### config.mk
export PLATFORM = sky130hd
export DESIGN_NAME = rob_commit_buffer
export DESIGN_NICKNAME = d
export VERILOG_FILES = /design/src/rtl/rob_commit_buffer.sv
export SDC_FILE = /design/constraint.sdc
export NUM_CORES = 1
export LEC_CHECK = 0
export CAP_MARGIN = 20
export CORE_AREA = 2 2 216 218
export DETAILED_ROUTE_END_ITERATION = 7
export DIE_AREA = 0 0 218 220
export HOLD_SLACK_MARGIN = 0.05
export PLACE_DENSITY = 0.73
export SLEW_MARGIN = 25
export SYNTH_ARGS = -nofsm -noshare
export SYNTH_HDL_FRONTEND = slang
export SYNTH_SLANG_ARGS = --single-unit
### constraint.sdc
create_clock -name clk -period 4.99 [get_ports clk]
set_input_delay 0.499 -clock clk [delete_from_list [all_inputs] [get_ports clk]]
set_output_delay 0.499 -clock clk [all_outputs]
set_load 0.1 [all_outputs]
### src/rtl/rob_commit_buffer.sv
// Reorder buffer: in-order allocate, out-of-order complete, in-order single-slot retire with flush.
// Define ROB_SAME_CYCLE_COMMIT_EN to let a completion at the head retire in the same cycle.
module rob_commit_buffer #(
  parameter int unsigned ENTRIES    = 8,
  parameter int unsigned IDX_W      = $clog2(ENTRIES),
  parameter logic [31:0] EXC_VECTOR = 32'h0000_0100
) (
  input  logic             clk,
  input  logic             rst_n,
  input  logic             alloc_valid,
  output logic             alloc_ready,
  input  logic [4:0]       alloc_rd,
  input  logic [31:0]      alloc_pc,
  output logic [IDX_W-1:0] alloc_idx,
  input  logic             ex_valid,
  input  logic [IDX_W-1:0] entry_index,
  input  logic [31:0]      ex_val,
  input  logic             br_mispred,
  input  logic             exception,
  output logic             commit_valid,
  output logic [4:0]       commit_rd,
  output logic [31:0]      commit_val,
  output logic [31:0]      commit_pc,
  output logic             flush,
  output logic [31:0]      flush_pc,
  output logic             rob_empty
);

  localparam logic [IDX_W:0] FullCount = (IDX_W+1)'(ENTRIES);

  logic [ENTRIES-1:0] valid_q, done_q, mispred_q, exc_q;
  logic [4:0]         rd_q  [ENTRIES];
  logic [31:0]        pc_q  [ENTRIES];
  logic [31:0]        val_q [ENTRIES];
  logic [IDX_W-1:0]   head_q, tail_q;
  logic [IDX_W:0]     count_q;

  logic        head_done, head_mp, head_exc, retire_ok;
  logic [31:0] head_val;
  logic        alloc_fire, cmpl_fire;

`ifdef ROB_SAME_CYCLE_COMMIT_EN
  logic head_hit;
  // A live completion of the not-yet-done head overrides the stored slot state.
  assign head_hit  = ex_valid && (entry_index == head_q) && valid_q[head_q] && !done_q[head_q];
  assign head_done = done_q[head_q] || head_hit;
  assign head_val  = head_hit ? ex_val     : val_q[head_q];
  assign head_mp   = head_hit ? br_mispred : mispred_q[head_q];
  assign head_exc  = head_hit ? exception  : exc_q[head_q];
`else
  assign head_done = done_q[head_q];
  assign head_val  = val_q[head_q];
  assign head_mp   = mispred_q[head_q];
  assign head_exc  = exc_q[head_q];
`endif

  always_comb begin
    retire_ok    = rst_n && valid_q[head_q] && head_done;
    commit_valid = retire_ok && !head_exc;
    flush        = retire_ok && (head_exc || head_mp);
    flush_pc     = 32'h0;
    if (flush) flush_pc = head_exc ? EXC_VECTOR : head_val;
    commit_rd    = rd_q[head_q];
    commit_pc    = pc_q[head_q];
    commit_val   = head_val;
    alloc_ready  = (count_q != FullCount) && !flush;
    alloc_idx    = tail_q;
    rob_empty    = (count_q == '0);
    alloc_fire   = alloc_valid && alloc_ready;
    cmpl_fire    = ex_valid && valid_q[entry_index] && !done_q[entry_index] && !flush;
  end

  always_ff @(posedge clk) begin
    if (!rst_n) begin
      valid_q <= '0;
      done_q  <= '0;
      head_q  <= '0;
      tail_q  <= '0;
      count_q <= '0;
    end else if (flush) begin
      // Everything younger than the head is wrong-path; restart just past the head.
      valid_q <= '0;
      done_q  <= '0;
      head_q  <= head_q + IDX_W'(1);
      tail_q  <= head_q + IDX_W'(1);
      count_q <= '0;
    end else begin
      if (cmpl_fire) done_q[entry_index] <= 1'b1;
      if (commit_valid) begin
        valid_q[head_q] <= 1'b0;
        done_q[head_q]  <= 1'b0;
        head_q          <= head_q + IDX_W'(1);
      end
      if (alloc_fire) begin
        valid_q[tail_q] <= 1'b1;
        done_q[tail_q]  <= 1'b0;
        tail_q          <= tail_q + IDX_W'(1);
      end
      count_q <= count_q + (IDX_W+1)'(alloc_fire) - (IDX_W+1)'(commit_valid);
    end
  end

  // Payload needs no reset: it is only observed through valid/done.
  always_ff @(posedge clk) begin
    if (cmpl_fire) begin
      val_q[entry_index]     <= ex_val;
      mispred_q[entry_index] <= br_mispred;
      exc_q[entry_index]     <= exception;
    end
    if (alloc_fire) begin
      rd_q[tail_q] <= alloc_rd;
      pc_q[tail_q] <= alloc_pc;
    end
  end

endmodule

After elaboration in Yosys (flattened, before gate mapping)
Memories as Yosys holds them, arrays and structs flattened. A register that Yosys moved wholly into a read port is not among the register bits.
Index checks and enable logic that the tools add are counted.
Word-level totals
  register bits after elaboration: 42
  RAM bits: 552
  output and inout bits: 108
  word-level logic and storage cells: 96
  memories kept: 3
Memories
  pc_q: words 8, width 32, read ports 1, clocked after Yosys merged registers in 1, wr ports 1, RTL line 33  | logic [31:0] pc_q [ENTRIES];
  val_q: words 8, width 32, read ports 1, clocked after Yosys merged registers in 1, wr ports 1, RTL line 34  | logic [31:0] val_q [ENTRIES];
  rd_q: words 8, width 5, read ports 1, clocked after Yosys merged registers in 1, wr ports 1, RTL line 32  | logic [4:0] rd_q [ENTRIES];
Operators by class
  $add $sub $neg: 4
  $lt $le $gt $ge: 6
  eq/ne operators: 1
  mux-type cells: 47
  bitwise gates (word level): 8
  reductions and logical operators: 20
Operators with widths (number)
  $mux W8: 11
  $mux W32: 2
  $mux W3: 10
  $and A8 B8 Y8: 3
  $bmux W1 S3: 6
  $bwmux W8: 2
  $not A8 Y8: 2
  $or A8 B8 Y8: 2
  $mux W1: 13
  $logic_and A1 B1 Y1: 12
  $lt A3 B4 Y1 const B: 3
  $demux W1 S3: 3
  $ge A3 B1 Y1 const B: 3
  $add A3 B1 Y3 const B: 2
  $add A4 B1 Y4: 1
  $logic_not A4 Y1: 1
  $ne A4 B4 Y1 const B: 1
  $reduce_bool A2 Y1: 2
  $sub A4 B1 Y4: 1
  $logic_not A1 Y1: 3
  $reduce_or A2 Y1: 1
  $logic_or A1 B1 Y1: 1
  $not A1 Y1: 1

Logic depth before layout (Yosys ltp)
  depth after elaboration: 16
  mapped depth: 15
  depth with buffers taken out: 12

Worst setup path before layout
No wires, ideal clock.
  kind: register -> register
  start point: register head_q[1]
  end point: register exc_q[4] (enable)
  setup time: 468 ps
  data arrival time: 4325 ps
  required time: 4522 ps
  slack: 197 ps
  cell stages (with the launch flop): 10
  buffers on the path: 3
  period minus slack after synthesis: 4793 ps
  cells stage by stage: dfxtp_1 > buf_6 > clkbuf_1 > mux4_2 > a2111oi_2 > o211ai_1 > nand3_4 > buf_4 > nand2_1 > nor3_1
Between the ends
  longest elaborated chain between the ends: 7
RTL lines
  start: declaration: RTL line 35  | logic [IDX_W-1:0] head_q, tail_q;
  start signal: assignment: RTL line 84  | head_q <= head_q + IDX_W'(1);
  start signal: assignment: RTL line 92  | head_q <= head_q + IDX_W'(1);
  $bmux W1 S3: RTL line 58  | retire_ok = rst_n && valid_q[head_q] && head_done;
  $mux W1 (not written as such): RTL line 58
  $logic_and A1 B1 Y1 (2 in a row): RTL line 58
  $logic_and A1 B1 Y1 *: RTL line 60  | flush = retire_ok && (head_exc || head_mp);
  $logic_not A1 Y1 *: RTL line 70  | cmpl_fire = ex_valid && valid_q[entry_index] && !done_q[entry_index] && !flush;
  $logic_and A1 B1 Y1 *: RTL line 70
  end signal: indexed assignment: RTL line 108  | exc_q[entry_index] <= exception;
  end: declaration: RTL line 31  | logic [ENTRIES-1:0] valid_q, done_q, mispred_q, exc_q;
Mark *: on every way between the ends. The rest lies on a longest branch, timed or not. The select of a mux whose other input is x is not followed.
A chain may end at the register's enable or synchronous reset.

Final worst setup path
  start point: register head_q[1]
  end point: output port flush_pc[8]
Between the ends
  longest elaborated chain between the ends: 6
RTL lines
  $bmux W1 S3: RTL line 58
  $mux W1 (not written as such): RTL line 58
  $logic_and A1 B1 Y1 (2 in a row): RTL line 58
  $logic_and A1 B1 Y1: RTL line 60
  $mux W32 *: RTL line 62  | if (flush) flush_pc = head_exc ? EXC_VECTOR : head_val;
  end: declaration: RTL line 25  | output logic [31:0] flush_pc,
Marks and branches as above.

==> results.yml <==
run_status:
  status: "finished clean"
finish:
  regArea_um2: 17600
  multi_input_area_um2: 5540
  nets: 1400
  drive_gt1_share_pct: 29.3
  fill_cells: 3222
  finalInstanceArea_um2: 27900
  finalNonFillerCells: 1965
  syn2layout_area_growth_pct: 19.2
clock_network:
  clock_sinks: 597
  cts_resized: 0
  htree_levels: 2
  postCtsSetupBuffers: 0
  cts_made_buffers: 57
  cts_tree: "done"
  clock_latency_ps: 610
  hold_buffers: 0
  clk_pin_slew_worst_paths_ps: 60
  cts_buffer_depth: 3
  clock-root-buffer: "clkbuf_16"
placement:
  hpwl_um: 27300
  dpl_cell_area_um2: 26100
  port_buffers: 185
  dp_cells: 1860
  gp_congestion: 0.840
  pre_cts_slack_ps: 1310
yosys:
  yosys.area_share.simple_pct: 3.24
  synth.area.mux_share_pct: 17.6
  yosysWarnings: 0
  synthArstFlopShare_pct: 0
  synth_common_cells: "568 x edfxtp_1, 141 x mux4_2, 73 x mux2_2, 39 x and3_1"
  synth_top_family_by_area: "multiplexers"
  synth-seq-cells: 597
  synth_flop_cell: "edfxtp_1"
  yosys-top-cells-area: "edfxtp_1 73%, mux4_2 14%, mux2_2 3.5%, dfxtp_1 2.5%, and3_1 1.0%"
  synth_edf_count: 568
  synth-compound-area-share_pct: 1.66
  yosysMostFrequentCell: "edfxtp_1"
  yosysTopAreaCellShare_pct: 72.9
  ys_types: 54
  synth_largest_area_cell: "edfxtp_1"
  netlist_instances: 1092
  synthesis.nets: 1179
  ys_seq_area_share_pct: 75.4
  syn_area_um2: 23400
  synth_xor_xnor_area_share_pct: 0.225
  avgSynthCellArea_um2: 21.4
  synthAdderAreaFrac_pct: 0.513
grt:
  grt.total_usage_pct: 19.9
  grt_max_degree: 65
  grt-ovfl-total: 0
  antenna_found_initial: 4
  grt_pass1_wl_um: 71000
  grt_pass1_vias: 11900
drt:
  vias: 11300
  drtIter0Drc: 1027
  routed_wl_um: 46500
  drc: 0
  ant_nets: 0
  viasPerCell: 5.75
  detail_route.wl_per_cell_um: 23.7
  drtPass1Iterations: 5
timing:
  clock.fmax_mhz: 235
  max_slew.worst_pin.slew_ps: 1060
  report.final.hold_viol_count: 0
  relSlewSlack_pct: 28.9
  setup_ws_ps: 726
  setup_viol: 0
  tns_ps: 0
  rsz0062_at_grt: "no"
  min_period_ps: 4260
  drv_slew: 0
  worst_clock_skew_ps: 22.4
  period_share_pct: 85.4
worst_setup_path:
  arrival_ps: 3760
  worst-path-max-fanout: 20
  endpoint_kind: "output port"
  crit_family: "flip-flops"
  crit_path_start: "head_q[1]"
  critPathLaunchType: "flop"
  rr_startpoint: "head_q[1]"
  path_buf_inv: 2
  critPathMaxStageDelay_ps: 790
  path_class: "reg2out"
  crit_chain: "mux2i_1 > mux4_2 > a311oi_4 > nand3_4 > inv_2 > o21a_1 > buf_4"
  cp.required_ps: 4490
  crit_slowest_cell: "dfxtp_1"
flow_run:
  max_cap_violations: 0
die:
  fp.dieH_um: 220
  core_area_um2: 45900
  io_pins: 186
  start_util_pct: 51.0
  die-area_um2: 48000
  rows: 79
  dieWidth_um: 218
min_path:
  holdCritStartpoint: "valid_q[1]"
  hold_class: "reg2reg"
pwr:
  finalPower_uw: 10600
  vdd_ir_drop_max_mv: 0.295
  powerDensity_nw_per_um2: 379
  leakage_uw: 0.00884
## cell type report
cell class | count | area share, %
timing repair buffer | 219 | 7.73
antenna | 1 | 0.00897
tap | 607 | 2.72
clock buffer | 68 | 5.34
inverter | 14 | 0.193
sequential | 597 | 63.3
clock inverter | 35 | 0.866
multi-input combinational | 424 | 19.9
## power breakdown
group | internal, µW | switching (µW)
sequential | 5620 | 37.0
clock | 2190 | 1770
combinational | 288 | 686
total | 8090 | 2490
## stage by stage
stage | util [%] | hold WS, ps
2_1_floorplan | - | 440
3_3_place_gp | 57.0 | 482
3_5_place_dp | 57.0 | 481
4_1_cts | 60.8 | 493
5_1_grt | 60.8 | 516
6_report | 60.8 | 505
## registers in the layout, summed over array words and instances (netlist names), 4 cells and up, named ones only
name,cells
count_q,4
exc_q,8
val_q,256
done_q,8
valid_q,8
rd_q,40
pc_q,256
mispred_q,8
## path summary, 6_finish.rpt
check | slack [ps] | end | cells past startpoint
setup / recovery | 730 | flush_pc[8] | 7
hold / removal | 500 | valid_q[1] | 2
setup reg to reg | 1340 | count_q[2] | 12
hold reg to reg | 500 | valid_q[1] | 2
## cell families (layout without fill, tap and decap cells)
kind of cell,count (synthesis),count (layout)
compound gates,47,47
xor+xnor,6,6
fa+ha+maj,9,9
buf+inv,71,336
flops,597,597
mux,225,225
other cells,0,1
simple gates,137,137
## tightest hold or removal path: stages (launching register included)
cell and delay (ps):
dfxtp_1 340, nand2_1 60, a21oi_1 60
## placed cells by master (no fill, tap or decap), types with 8 or more instances in the layout
master | synthesis | routed
edfxtp_1 | 568 | 568
clkdlybuf4s50_1 | 0 | 150
mux4_2 | 141 | 141
mux2_2 | 73 | 73
buf_4 | 1 | 58
clkbuf_16 | 0 | 57
and3_1 | 39 | 39
nand2_1 | 26 | 26
dfxtp_1 | 29 | 26
clkinv_2 | 1 | 17
nor2_1 | 28 | 14
nor2_4 | 0 | 14
inv_1 | 12 | 12
nor2b_1 | 11 | 11
mux2i_1 | 11 | 11
buf_12 | 0 | 11
clkinv_1 | 0 | 10
a21oi_1 | 9 | 9
ha_1 | 8 | 8
## metal layers
layer / global-route usage (%) / part of all wire [%] / wire length, µm / up-vias
met4: 4.44 / 1.7 / 779 / 4
met5: 0 / 0.058 / 27 / -
met2: 34.9 / 52 / 24100 / 338
met3: 3.89 / 5.3 / 2450 / 64
li1: - / - / - / 4986
met1: 25.8 / 41 / 19100 / 5907
Power figures use the tool's default switching activity.
